--- src/rtl/req_queue_bank_if.sv ---
// Handshake/bus bundle for req_queue_bank.
// Carries the per-port write side (valid/data/ready), the arbiter link
// (req/gnt/pop), the single output register (valid/data/port/ready), and
// the sticky illegal-grant flag. The slave modport is the queue bank;
// the master modport is whoever drives the requesters, arbiter and sink.
interface req_queue_bank_if #(
    parameter int unsigned NUM_PORTS = 4,
    parameter int unsigned DW        = 8
);
    localparam int unsigned PW = (NUM_PORTS > 1) ? $clog2(NUM_PORTS) : 1;

    logic [NUM_PORTS-1:0]    in_valid_i;
    logic [NUM_PORTS*DW-1:0] in_data_i;
    logic [NUM_PORTS-1:0]    in_ready_o;
    logic [NUM_PORTS-1:0]    req_o;
    logic [NUM_PORTS-1:0]    gnt_i;
    logic [NUM_PORTS-1:0]    pop_o;
    logic                    out_valid_o;
    logic [DW-1:0]           out_data_o;
    logic [PW-1:0]           out_port_o;
    logic                    out_ready_i;
    logic                    gnt_err_o;

    modport slave (
        input  in_valid_i, in_data_i, gnt_i, out_ready_i,
        output in_ready_o, req_o, pop_o, out_valid_o, out_data_o, out_port_o, gnt_err_o
    );

    modport master (
        output in_valid_i, in_data_i, gnt_i, out_ready_i,
        input  in_ready_o, req_o, pop_o, out_valid_o, out_data_o, out_port_o, gnt_err_o
    );
endinterface

--- src/rtl/req_queue_bank.sv ---
// Bank of per-port request FIFOs feeding one output register under an
// external one-hot grant.
// Ports:
//   clk         rising-edge clock
//   reset       asynchronous, active-high reset
//   bus.slave   in_valid_i/in_data_i/in_ready_o : per-port push side
//               req_o (non-empty) / gnt_i / pop_o : arbiter link
//               out_valid_o/out_data_o/out_port_o/out_ready_i : output register
//               gnt_err_o : sticky multi-hot grant flag
module req_queue_bank #(
    parameter int unsigned NUM_PORTS = 4,
    parameter int unsigned DW        = 8,
    parameter int unsigned DEPTH     = 4
) (
    input  logic              clk,
    input  logic              reset,
    req_queue_bank_if.slave   bus
);
    localparam int unsigned AW = $clog2(DEPTH);
    localparam int unsigned PW = (NUM_PORTS > 1) ? $clog2(NUM_PORTS) : 1;

    // Pointers carry one extra wrap bit to tell full from empty.
    logic [AW:0]    wr_ptr_q [NUM_PORTS];
    logic [AW:0]    wr_ptr_d [NUM_PORTS];
    logic [AW:0]    rd_ptr_q [NUM_PORTS];
    logic [AW:0]    rd_ptr_d [NUM_PORTS];
    logic [DW-1:0]  mem_q    [NUM_PORTS][DEPTH];

    logic           out_valid_q, out_valid_d;
    logic [DW-1:0]  out_data_q,  out_data_d;
    logic [PW-1:0]  out_port_q,  out_port_d;
    logic           gnt_err_q,   gnt_err_d;

    logic [NUM_PORTS-1:0] full_c;
    logic [NUM_PORTS-1:0] empty_c;
    logic [NUM_PORTS-1:0] push_c;
    logic [NUM_PORTS-1:0] pop_c;
    logic                 gnt_multi_c;
    logic                 gnt_one_hot_c;
    logic                 out_free_c;
    logic [PW-1:0]        gnt_idx_c;

    // FIFO status and push qualification, all from registered pointers.
    always_comb begin
        full_c  = '0;
        empty_c = '0;
        push_c  = '0;
        for (int unsigned p = 0; p < NUM_PORTS; p++) begin
            full_c[p]  = (wr_ptr_q[p] == {~rd_ptr_q[p][AW], rd_ptr_q[p][AW-1:0]});
            empty_c[p] = (wr_ptr_q[p] == rd_ptr_q[p]);
            push_c[p]  = bus.in_valid_i[p] && !full_c[p];
        end
    end

    // Grant legality and pop decision; a pop needs room in the output register.
    always_comb begin
        gnt_multi_c   = (bus.gnt_i & (bus.gnt_i - NUM_PORTS'(1))) != '0;
        gnt_one_hot_c = (bus.gnt_i != '0) && !gnt_multi_c;
        out_free_c    = !out_valid_q || bus.out_ready_i;
        pop_c         = (gnt_one_hot_c && out_free_c) ? (bus.gnt_i & ~empty_c) : '0;
        gnt_idx_c     = '0;
        for (int unsigned p = 0; p < NUM_PORTS; p++) begin
            if (bus.gnt_i[p]) begin
                gnt_idx_c = PW'(p);
            end
        end
    end

    // Pointer advance.
    always_comb begin
        for (int unsigned p = 0; p < NUM_PORTS; p++) begin
            wr_ptr_d[p] = wr_ptr_q[p] + (AW+1)'(push_c[p]);
            rd_ptr_d[p] = rd_ptr_q[p] + (AW+1)'(pop_c[p]);
        end
    end

    // Output register next state; data/port keep last values when drained.
    always_comb begin
        out_valid_d = out_valid_q;
        out_data_d  = out_data_q;
        out_port_d  = out_port_q;
        gnt_err_d   = gnt_err_q | gnt_multi_c;
        if (pop_c != '0) begin
            out_valid_d = 1'b1;
            out_data_d  = mem_q[gnt_idx_c][rd_ptr_q[gnt_idx_c][AW-1:0]];
            out_port_d  = gnt_idx_c;
        end else if (bus.out_ready_i) begin
            out_valid_d = 1'b0;
        end
    end

    // Control state.
    always_ff @(posedge clk or posedge reset) begin
        if (reset) begin
            for (int unsigned p = 0; p < NUM_PORTS; p++) begin
                wr_ptr_q[p] <= '0;
                rd_ptr_q[p] <= '0;
            end
            out_valid_q <= 1'b0;
            out_data_q  <= '0;
            out_port_q  <= '0;
            gnt_err_q   <= 1'b0;
        end else begin
            for (int unsigned p = 0; p < NUM_PORTS; p++) begin
                wr_ptr_q[p] <= wr_ptr_d[p];
                rd_ptr_q[p] <= rd_ptr_d[p];
            end
            out_valid_q <= out_valid_d;
            out_data_q  <= out_data_d;
            out_port_q  <= out_port_d;
            gnt_err_q   <= gnt_err_d;
        end
    end

    // FIFO storage; contents are meaningless until pointed at, so no reset.
    always_ff @(posedge clk) begin
        for (int unsigned p = 0; p < NUM_PORTS; p++) begin
            if (push_c[p]) begin
                mem_q[p][wr_ptr_q[p][AW-1:0]] <= bus.in_data_i[p*DW +: DW];
            end
        end
    end

    assign bus.in_ready_o  = ~full_c;
    assign bus.req_o       = ~empty_c;
    assign bus.pop_o       = pop_c;
    assign bus.out_valid_o = out_valid_q;
    assign bus.out_data_o  = out_data_q;
    assign bus.out_port_o  = out_port_q;
    assign bus.gnt_err_o   = gnt_err_q;
endmodule

--- src/flat_wrapper.sv ---
// flat-port wrapper written by rule: the top's interface ports become plain ports
module req_queue_bank_flat 
#(
    parameter int unsigned NUM_PORTS = 4,
    parameter int unsigned DW        = 8,
    parameter int unsigned DEPTH     = 4
)
  (clk, reset, bus_in_valid_i, bus_in_data_i, bus_gnt_i, bus_out_ready_i, bus_in_ready_o, bus_req_o, bus_pop_o, bus_out_valid_o, bus_out_data_o, bus_out_port_o, bus_gnt_err_o);
  req_queue_bank_if #(.NUM_PORTS(NUM_PORTS), .DW(DW)) bus_i ();
  input  logic clk;
  input  logic reset;
  input wire logic [$bits(bus_i.in_valid_i)-1:0] bus_in_valid_i;
  input wire logic [$bits(bus_i.in_data_i)-1:0] bus_in_data_i;
  input wire logic [$bits(bus_i.gnt_i)-1:0] bus_gnt_i;
  input wire logic [$bits(bus_i.out_ready_i)-1:0] bus_out_ready_i;
  output wire logic [$bits(bus_i.in_ready_o)-1:0] bus_in_ready_o;
  output wire logic [$bits(bus_i.req_o)-1:0] bus_req_o;
  output wire logic [$bits(bus_i.pop_o)-1:0] bus_pop_o;
  output wire logic [$bits(bus_i.out_valid_o)-1:0] bus_out_valid_o;
  output wire logic [$bits(bus_i.out_data_o)-1:0] bus_out_data_o;
  output wire logic [$bits(bus_i.out_port_o)-1:0] bus_out_port_o;
  output wire logic [$bits(bus_i.gnt_err_o)-1:0] bus_gnt_err_o;
  assign bus_i.in_valid_i = bus_in_valid_i;
  assign bus_i.in_data_i = bus_in_data_i;
  assign bus_i.gnt_i = bus_gnt_i;
  assign bus_i.out_ready_i = bus_out_ready_i;
  assign bus_in_ready_o = bus_i.in_ready_o;
  assign bus_req_o = bus_i.req_o;
  assign bus_pop_o = bus_i.pop_o;
  assign bus_out_valid_o = bus_i.out_valid_o;
  assign bus_out_data_o = bus_i.out_data_o;
  assign bus_out_port_o = bus_i.out_port_o;
  assign bus_gnt_err_o = bus_i.gnt_err_o;
  req_queue_bank #(.NUM_PORTS(NUM_PORTS), .DW(DW), .DEPTH(DEPTH)) u_core (.clk(clk), .reset(reset), .bus(bus_i));
endmodule
--- config.mk ---
export PLATFORM = sky130hd
export DESIGN_NAME = req_queue_bank_flat
export DESIGN_NICKNAME = d
export VERILOG_FILES = /design/src/rtl/req_queue_bank_if.sv /design/src/rtl/req_queue_bank.sv /design/src/flat_wrapper.sv
export SDC_FILE = /design/constraint.sdc
export NUM_CORES = 1
export LEC_CHECK = 0
export CORE_MARGIN = 10
export CORE_UTILIZATION = 40
export DETAILED_ROUTE_END_ITERATION = 10
export HOLD_SLACK_MARGIN = 0.03
export SYNTH_ARGS = -nofsm -noshare
export SYNTH_HDL_FRONTEND = slang
export SYNTH_SLANG_ARGS = --single-unit
--- constraint.sdc ---
create_clock -name clk -period 7.5 [get_ports clk]
set_input_delay 2.25 -clock clk [delete_from_list [all_inputs] [get_ports clk]]
set_output_delay 2.25 -clock clk [all_outputs]
set_load 0.01 [all_outputs]
# After elaboration in Yosys (flattened, before gate mapping)
# Memory sizes are Yosys's and may differ from the RTL's.
# Cells that the tools add are included.
# W data, S select, Z words.
dict set report totals {
  reg_bits 36
  ram_bits 128
  input_bits 43
  mem_count 1
}
# memory depth word_bits read_ports rd_clocked_by_memory_dff wr line_no
set memory_table {}
lappend memory_table {u_core.mem_q 4 32 1 0 4 req_queue_bank.sv:27} ;# logic [DW-1:0] mem_q [NUM_PORTS][DEPTH];
dict set report classes {
  add_sub_neg 9
  n_lt_le_gt_ge 10
  eq_ne 8
  mux 28
  bitwise_logic 15
  n_reduce_logical 21
}
# operator count
set ops {}
lappend ops {{$mux W32} 4}
lappend ops {{$demux W8 S2} 4}
lappend ops {{$mux W8} 6}
lappend ops {{$add A3 B1 Y3} 8}
lappend ops {{$eq A3 B3 Y1} 8}
lappend ops {{$ge A3 B3 Y1 const B} 6}
lappend ops {{$not A2 Y3} 6}
lappend ops {{$bmux W8 S2} 1}
lappend ops {{$lt A3 B1 Y1 const B} 4}
lappend ops {{$reduce_bool A4 Y1} 3}
lappend ops {{$logic_and A1 B1 Y1} 10}
lappend ops {{$and A4 B4 Y4} 2}
lappend ops {{$mux W2} 4}
lappend ops {{$not A4 Y4} 2}
lappend ops {{$mux W1} 7}
lappend ops {{$bmux W3 S2} 1}
lappend ops {{$logic_not A1 Y1} 6}
lappend ops {{$mux W4} 1}
lappend ops {{$not A1 Y1} 4}
lappend ops {{$sub A4 B1 Y4 const B} 1}
lappend ops {{$reduce_bool A2 Y1} 1}
lappend ops {{$logic_or A1 B1 Y1} 1}
lappend ops {{$or A1 B1 Y1} 1}

# Longest topological paths before layout
dict set report depth {
  word_depth 11
  depth_mapped 9
  mapped_depth_nobuf 8
}

# Worst setup path after synthesis
# No wires, ideal clock.
dict set report synth_path {
  path_type {input-to-output}
  from {in bus_gnt_i[2]}
  to {out bus_pop_o[3]}
  arrival_time_ns 3.380
  required_ns 5.250
  setup_slack_ns 1.870
  path_stages 6
  path_buffers 2
  path_cell_list {buf_2 -> or2_2 -> clkbuf_1 -> nor2_1 -> o21bai_1 -> nor2_1}
}
dict set report synth_between {
  elab_chain_len 7
  word_cells_on_any_way 8
}
# element line_no
set synth_rtl {}
lappend synth_rtl {{start: declaration} flat_wrapper.sv:14} ;# input wire logic [$bits(bus_i.gnt_i)-1:0] bus_gnt_i;
lappend synth_rtl {{$sub A4 B1 Y4} req_queue_bank.sv:57} ;# gnt_multi_c = (bus.gnt_i & (bus.gnt_i - NUM_PORTS'(1))) != '0;
lappend synth_rtl {{$and A4 B4 Y4} req_queue_bank.sv:57}
lappend synth_rtl {{$reduce_bool A4 Y1} req_queue_bank.sv:57}
lappend synth_rtl {{$logic_not A1 Y1} req_queue_bank.sv:58} ;# gnt_one_hot_c = (bus.gnt_i != '0) && !gnt_multi_c;
lappend synth_rtl {{$logic_and A1 B1 Y1 (*)} req_queue_bank.sv:58}
lappend synth_rtl {{$logic_and A1 B1 Y1 (*)} req_queue_bank.sv:60} ;# pop_c = (gnt_one_hot_c && out_free_c) ? (bus.gnt_i & ~empty_c) : '0;
lappend synth_rtl {{$mux W4 (*)} req_queue_bank.sv:60}
lappend synth_rtl {{end: declaration} flat_wrapper.sv:18} ;# output wire logic [$bits(bus_i.pop_o)-1:0] bus_pop_o;
# Every way passes the cells marked *; elsewhere a longest branch is shown, timed or not.

# Worst setup path after layout
# Ends and elaborated chain as after synthesis.

==> flow_summary.yaml <==
sta:
  finalCritPeriodShare_pct: 89.9
  period_minus_slack_ps: 6750
  max_freq_ghz: 0.148
  max_slew_margin_pct: 20.1
  worstMarginPinSlew_ps: 1200
  worst_clock_skew_ps: 8.04
  grt_setup_unrepaired: "false"
  hold_viol: 0
  whs_ps: 470
  setup_violations: 0
  tns_ps: 0
  drv_slew: 0
finish:
  final_cell_mix: "edfxtp_1, clkdlybuf4s50_1, mux2_2, dfrtp_1, a222oi_1"
  multi_input_area_um2: 1930
  nNetsFinal: 525
  final_common_cell: "edfxtp_1"
  syn_to_final_growth_pct: 22.5
  antennaDiodeCount: 0
  final_cells: 697
  register_area_um2: 4740
  fill_cells: 1417
  layout-drive-gt1-share_pct: 19.9
clock_tree:
  clock_sinks: 164
  cts_buffers: 17
  root_buffer: "clkbuf_16"
  clkLatencyLatePin_ps: 420
  post-cts-setup-buffer-count: 0
  cts_tree: "built"
  cts_buffer_depth: 2
  path_clk_slew_ps: 60
  hold_buffers: 0
  cts_resized: 0
  ctsHtreeMaxLevel: 4
synthesis:
  synth_edf_count: 128
  synth-warning-count: 0
  ys.flop_type: "edfxtp_1"
  synth_top_area_share_pct: 57.2
  synth_area_leaders: "edfxtp_1, dfrtp_1, mux2_2, a222oi_1, ha_1"
  synth.avg_cell_area_um2: 17.0
  synth_cell_types: 35
  yosys.area.top_type: "edfxtp_1"
  seq_area_frac_synth_pct: 70.6
  ys_ff_latch: 164
  synth_fp_nets: 453
  netlist_area_um2: 6720
  synthArstFlopShare_pct: 22.0
  syn-instance-count: 394
global_routing:
  groute.usage.overall_pct: 13.9
  grt_pass1_wl_mm: 22.9
  grt_pass1_vias: 4008
  grt_start_max_net_pins: 41
  grt_overflow: 0
  antenna_found_initial: 0
setup_path:
  worstPathArrival_ps: 4500
  crit_path_end_kind: "primary output"
  cp.required_ps: 5250
  crit_type: "in2out"
  rrSetupSlack_ps: 5040
  max_stage_delay_ps: 620
  slowest_stage: "clkdlybuf4s50_1"
  start_kind: "primary input"
  crit_chain: "clkdlybuf4s50_1 > or2_2 > nor2_1 > o21bai_1 > nor2_1 > clkdlybuf4s50_1"
  cp_max_fo: 9
floorplanning:
  design.core.area_um2: 16500
  die_y_um: 150
  io-pin-count: 67
  initial_utilization_pct: 40.7
  rows: 47
  die_area_um2: 22400
  die_w_um: 150
detailed_routing:
  drc: 0
  firstDrtPassIters: 7
  wirelength_mm: 15.1
  drt_iter0_drc: 436
  ant_nets: 0
  vias: 3771
  via_per_inst: 5.41
  wire_per_inst_um: 21.7
run_status:
  outcome: "finished clean"
place:
  portBuffers: 66
  post-dp-hpwl_mm: 10.5
  gp_congestion: 0.827
  placed_cells: 667
power:
  peakVddDrop_mv: 0.235
  power.leakage_nw: 3.00
  power.density_nw_per_um2: 367
flow_run:
  maxCapViolCount: 0
worst_hold_path:
  min_path_type: "reg2reg"
==> cell type report <==
cell class	count	area share, %
clock buffer	19	5.26
multi-input combinational	207	23.4
clock inverter	11	1.66
timing repair buffer	71	8.48
sequential	164	57.6
tap	220	3.34
inverter	5	0.228
==> where the power goes <==
| part | total, mW | switching, mW | internal, mW |
|---|---|---|---|
| registers | 1.39 | 0.133 | 1.26 |
| clock network | 0.844 | 0.328 | 0.516 |
| logic | 0.785 | 0.423 | 0.362 |
| total | 3.02 | 0.885 | 2.13 |
==> stage by stage <==
stage	area [um^2]	setup slack, ps	power, mW	utilization [%]
global placement	7660	760	2.19	46.4
finish	8230	754	3.02	49.8
detailed placement	7660	734	2.21	46.4
global route	8230	530	3.19	49.8
CTS	8230	732	3.05	49.8
floorplan	6720	1870	1.83	-
==> registers in the layout (all words and copies together), names as in the netlist <==
register	count
u_core.bus.gnt_err_o	1
u_core.wr_ptr_q	12
u_core.mem_q	128
u_core.rd_ptr_q	12
u_core.bus.out_port_o	2
u_core.bus.out_data_o	8
u_core.bus.out_valid_o	1
==> worst max-delay path: cells and delay by family <==
family / cells / cell delay [ps]
buffers and inverters: 2 / 1210
AOI/OAI and AO/OA: 1 / 160
and+or+nand+nor: 3 / 870
==> worst paths after layout <==
check / startpoint / to / cells after the start
max in group asynchronous: reset / u_core.bus.out_data_o[1] / 3
hold / removal: u_core.bus.gnt_err_o / u_core.bus.gnt_err_o / 1
hold reg to reg: u_core.bus.gnt_err_o / u_core.bus.gnt_err_o / 1
min in group asynchronous: reset / u_core.rd_ptr_q[7] / 3
setup reg to reg: u_core.rd_ptr_q[7] / u_core.bus.out_data_o[6] / 5
setup / recovery: bus_gnt_i[2] / bus_pop_o[3] / 6
==> synth_stat cells (3+ instances only) <==
cell      number
clkbuf_1      12
nand2b_1      10
edfxtp_1     128
nand2_1       12
nor2_1        11
xor2_1        20
a222oi_1      25
or3_1          4
ha_1          16
o221ai_1       7
inv_1          5
and3_1         4
mux2_2        48
dfrtp_1       36
nor3b_1        8
nor3_1         4
mux2i_1       18
nor2b_1        3
==> layer usage <==
metal	track usage [%]	up-vias	routed length, um
met5	0	-	0
met4	5.20	0	278
met3	4.32	19	1090
met2	22.0	138	7280
met1	17.5	1914	6470
li1	-	1700	-
==> logic make-up after synthesis <==
kind of cell	after synthesis	synth area share [%]
mux	66	10.7
buf+inv	23	1.60
xor+xnor	21	2.74
simple gates	61	4.94
fa+ha+maj	16	2.98
compound gates	43	6.39
flops	164	70.6
No activity file was read; power rests on OpenSTA's default activity.
